<file path="config.mk">
export PLATFORM = sky130hd
export DESIGN_NAME = sync_fifo
export DESIGN_NICKNAME = d
export VERILOG_FILES = /design/src/rtl/sync_fifo.sv
export SDC_FILE = /design/constraint.sdc
export NUM_CORES = 1
export LEC_CHECK = 0
export CAP_MARGIN = 20
export CORE_UTILIZATION = 45
export CTS_BUF_LIST = sky130_fd_sc_hd__clkbuf_4 sky130_fd_sc_hd__clkbuf_8 sky130_fd_sc_hd__clkbuf_16
export DETAILED_ROUTE_END_ITERATION = 8
export PLACE_DENSITY = 0.71
export SYNTH_ARGS = -nofsm -noshare
export SYNTH_HDL_FRONTEND = slang
export SYNTH_SLANG_ARGS = --single-unit
export TNS_END_PERCENT = 50
</file>
<file path="constraint.sdc">
create_clock -name clk -period 4.34 [get_ports clk]
set_input_delay 1.085 -clock clk [delete_from_list [all_inputs] [get_ports clk]]
set_output_delay 1.085 -clock clk [all_outputs]
set_load 0.03 [all_outputs]
</file>
<file path="src/rtl/sync_fifo.sv">
// sync_fifo: single-clock FIFO with wrap-bit pointers, occupancy count, threshold flags
// and overflow/underflow pulses. Define FIFO_FWFT_EN for first-word fall-through reads.
module sync_fifo #(
  parameter int unsigned DATA_SIZE     = 8,
  parameter int unsigned ADDR_SIZE     = 4,
  parameter int unsigned AFULL_THRESH  = 12,
  parameter int unsigned AEMPTY_THRESH = 2
) (
  input  logic                 clk,
  input  logic                 rst,
  input  logic                 wr_en,
  input  logic [DATA_SIZE-1:0] wr_data,
  input  logic                 rd_en,
  output logic [DATA_SIZE-1:0] rd_data,
  output logic                 rd_valid,
  output logic                 full,
  output logic                 empty,
  output logic                 almost_full,
  output logic                 almost_empty,
  output logic [ADDR_SIZE:0]   count,
  output logic                 overflow,
  output logic                 underflow
);

  localparam int unsigned        DEPTH      = 1 << ADDR_SIZE;
  localparam logic [ADDR_SIZE:0] AFULL_LVL  = AFULL_THRESH[ADDR_SIZE:0];
  localparam logic [ADDR_SIZE:0] AEMPTY_LVL = AEMPTY_THRESH[ADDR_SIZE:0];
  localparam logic [ADDR_SIZE:0] PTR_ONE    = {{ADDR_SIZE{1'b0}}, 1'b1};

  logic [DATA_SIZE-1:0] mem [DEPTH];
  logic [ADDR_SIZE:0]   wr_ptr, rd_ptr;
  logic [ADDR_SIZE-1:0] wr_addr, rd_addr;
  logic                 rd_acc, wr_acc;

  assign wr_addr = wr_ptr[ADDR_SIZE-1:0];
  assign rd_addr = rd_ptr[ADDR_SIZE-1:0];

  // Flags decode registered pointers only; the wrap bit separates full from empty.
  assign count        = wr_ptr - rd_ptr;
  assign empty        = (wr_ptr == rd_ptr);
  assign full         = (wr_ptr[ADDR_SIZE] != rd_ptr[ADDR_SIZE]) && (wr_addr == rd_addr);
  assign almost_full  = (count >= AFULL_LVL);
  assign almost_empty = (count <= AEMPTY_LVL);

  assign rd_acc = rd_en && !empty;
  assign wr_acc = wr_en && (!full || rd_acc);

  // NOTE: non-blocking assignments make every register sample pre-edge values, so the
  // pointer updates and error pulses below are order-independent.
  always_ff @(posedge clk) begin
    if (rst) begin
      wr_ptr    <= '0;
      rd_ptr    <= '0;
      overflow  <= 1'b0;
      underflow <= 1'b0;
    end else begin
      if (wr_acc) wr_ptr <= wr_ptr + PTR_ONE;
      if (rd_acc) rd_ptr <= rd_ptr + PTR_ONE;
      overflow  <= wr_en && !wr_acc;
      underflow <= rd_en && empty;
    end
  end

  // NOTE: the storage array is deliberately not reset; the pointers alone decide which
  // words are live, so stale contents are unreachable after a reset.
  always_ff @(posedge clk) begin
    if (wr_acc && !rst) mem[wr_addr] <= wr_data;
  end

`ifdef FIFO_FWFT_EN
  assign rd_data  = mem[rd_addr];
  assign rd_valid = !empty;
`else
  always_ff @(posedge clk) begin
    if (rst) begin
      rd_data  <= '0;
      rd_valid <= 1'b0;
    end else begin
      rd_valid <= rd_acc;
      if (rd_acc) rd_data <= mem[rd_addr];
    end
  end
`endif

endmodule

</file>
==> results.py <==
metrics = {
    "logic_synthesis": {
        "synth_cell_types": 45,
        "ys_ff_latch": 149,
        "syn-num-nets": 410,
        "yosysTopAreaCell": "edfxtp_1",
        "syn_avg_cell_area_um2": 15.6,
        "yosys_warnings": 0,
        "ys_top_cells_by_area": "edfxtp_1 (63%), mux2i_1 (8.1%), dfxtp_1 (6.9%), mux4_2 (3.0%), nor2_1 (1.9%)",
        "syn_area_mm2": 0.00606,
        "yosysSeqAreaShare_pct": 70.3,
        "ys_async_sr_fraction_pct": 0,
        "syn_inst": 388,
        "synth-main-ff-cell": "edfxtp_1",
        "synth_edf_count": 128,
        "synth_top_cell_area_share_pct": 63.4,
    },
    "critical_path": {
        "critPathLaunchType": "flop",
        "crit_buf_inv": 3,
        "required_ns": 3.25,
        "critPathMaxStageDelay_ns": 0.71,
        "path_cells": "inv_1, ha_1, inv_1, fa_1, a21o_1, a21oi_1, xnor2_1, o31ai_1, clkdlybuf4s50_1",
        "worstSetupStartpoint": "wr_ptr[0]",
        "worstPathArrival_ns": 2.81,
        "crit_family": "buffers and inverters",
        "path_common_cell": "inv_1",
        "crit_path_end_kind": "primary output",
        "r2r_start": "rd_ptr[3]",
        "critPathMaxFanout": 4,
        "worstSetupPathType": "reg2out",
        "cp_slowest_cell": "clkdlybuf4s50_1",
    },
    "floorplanning": {
        "dieHeight_um": 118,
        "fp.dieW_um": 118,
        "ios": 32,
        "initial_core_util_pct": 46.0,
        "rows": 42,
        "core_mm2": 0.0132,
        "die-area_mm2": 0.0139,
    },
    "timing": {
        "rsz0062_at_grt": "false",
        "setup_tns_ns": 0,
        "hold_viol_final": 0,
        "period_minus_slack_ns": 3.90,
        "hold_slack_ns": 0.505,
        "finalSetupViolations": 0,
        "skew_ns": 0.00796,
        "tightest_slew_ns": 0.892,
        "period_share_pct": 89.8,
        "slew_viol_final": 0,
        "fmax_mhz": 257,
        "setup_ws_ns": 0.444,
        "maxSlewHeadroom_pct": 40.2,
    },
    "clock_tree": {
        "hold_buffers": 0,
        "cts_sinks": 149,
        "clkTransAtPathRegs_ns": 0.06,
        "numCtsBuffers": 17,
        "cts_buffer_depth": 2,
        "cts-root-buf": "clkbuf_16",
        "post_cts_resized": 0,
        "htree_levels": 4,
        "cts_tree": "done",
        "post_cts_buffers": 0,
        "clock_latency_ns": 0.41,
    },
    "detailed_routing": {
        "first_iter_violations": 281,
        "wirelength_um": 12300,
        "drcViolationCount": 0,
        "wl_per_cell_um": 20.0,
        "vias_per_cell": 5.45,
        "final_antenna_net_count": 0,
        "vias": 3353,
        "firstDrtPassIters": 7,
    },
    "pwr": {
        "ir_drop_v": 0.000285,
        "total_power_w": 0.00355,
        "power_leakage_nw": 2.21,
        "power.density_mw_per_mm2": 499,
    },
    "global_routing": {
        "met3_usage_pct": 3.49,
        "gr-usage-met2_pct": 30.6,
        "antenna_found_initial": 0,
        "met1_usage_pct": 23.2,
        "grt_start_max_net_pins": 32,
        "grt_pass1_vias": 3403,
        "grt_overflow": 0,
        "grt_pass1_wl_um": 18700,
        "top_usage_layer": "met2",
        "grt_usage_pct": 18.6,
    },
    "hold_path": {
        "hold_path.class": "reg2reg",
        "min-delay-start": "rd_data[3]",
    },
    "job": {
        "maxCapViolCount": 0,
    },
    "placed_design": {
        "post-dp-hpwl_um": 8040,
        "post-place-ws_ns": 0.844,
        "port_buffers": 31,
        "gp_congestion": 0.826,
    },
    "cells_and_area": {
        "layout-drive-gt1-share_pct": 12.1,
        "antennaDiodeCount": 0,
        "fin_nets": 449,
        "area.growth.synth_to_final_pct": 17.2,
    },
    "status": {
        "status": "finished clean",
    },
}
-- Yosys cell counts, drive strengths merged, types with 8 or more instances --
library cell    n
mux4            8
a221oi          8
nand2           8
dfxtp          21
nor3           13
buf            13
a211oi          8
o22ai          16
o21ai          13
inv            12
ha              9
nor2           31
edfxtp        128
mux2i          49
-- layer usage --
metal | wire [µm] | up-vias
li1 | - | 1585
met1 | 4800 | 1661
met2 | 6320 | 90
met3 | 881 | 17
met4 | 306 | 0
met5 | 0 | -
-- layout make-up --
cell class | count | area, µm²
inverters | 12 | 45.0
clock buffers | 19 | 440
clock inverters | 12 | 106
multi-input cells | 208 | 1660
well taps | 176 | 220
fillers | 1044 | 6080
repair buffers | 39 | 368
flip-flops and latches | 149 | 4270
-- cell usage in the layout, fill, tap and decap left out, types with 12 or more instances in the layout --
master             n
edfxtp_1         128
o22ai_1           16
clkbuf_16         17
nor3_1            13
o21ai_0           12
mux2i_1           49
dfxtp_1           20
inv_1             12
nor2_1            31
clkdlybuf4s50_1   30
-- worst reg2reg max path: stages (launching register included) --
cell and delay (ns):
dfxtp_1 0.68, inv_1 0.10, ha_1 0.36, and4_1 0.21, a31oi_1 0.38, nand2_1 0.20, nor2_1 0.66
-- state kept, by name, summed over array words and instances (netlist names) --
register / count
wr_ptr: 5
rd_valid: 1
underflow: 1
overflow: 1
rd_ptr: 5
mem: 128
rd_data: 8
-- worst paths after layout --
kind | cells after the start | slack (ns) | to
worst max-delay path | 9 | 0.44 | almost_full
worst min-delay path | 2 | 0.51 | rd_data[3]
worst max register to register | 6 | 1.38 | mem[14][7]
worst min register to register | 2 | 0.51 | rd_data[3]
-- metrics by stage --
step	instances	utilization, %	cell area [µm²]
2_1_floorplan	388	-	6060
3_3_place_gp	584	49.7	6560
3_5_place_dp	584	49.7	6560
4_1_cts	615	53.9	7110
5_1_grt	615	53.9	7110
6_report	615	53.9	7110
-- power breakdown --
group          internal (W)  total (W)  switching, W
Combinational      0.000229   0.000590      0.000361
Sequential          0.00159    0.00161     0.0000212
Clock              0.000795    0.00135      0.000551
-- cells by family after synthesis --
kind of cell,synth area share (%)
buffers and inverters,2.27
AND/OR/NAND/NOR,5.74
XOR/XNOR,1.55
adder cells (fa/ha/maj),2.19
flip-flops,70.3
multiplexers,11.1
AO/OA/AOI/OAI,6.85
No activity file was read; power rests on OpenSTA's default activity.
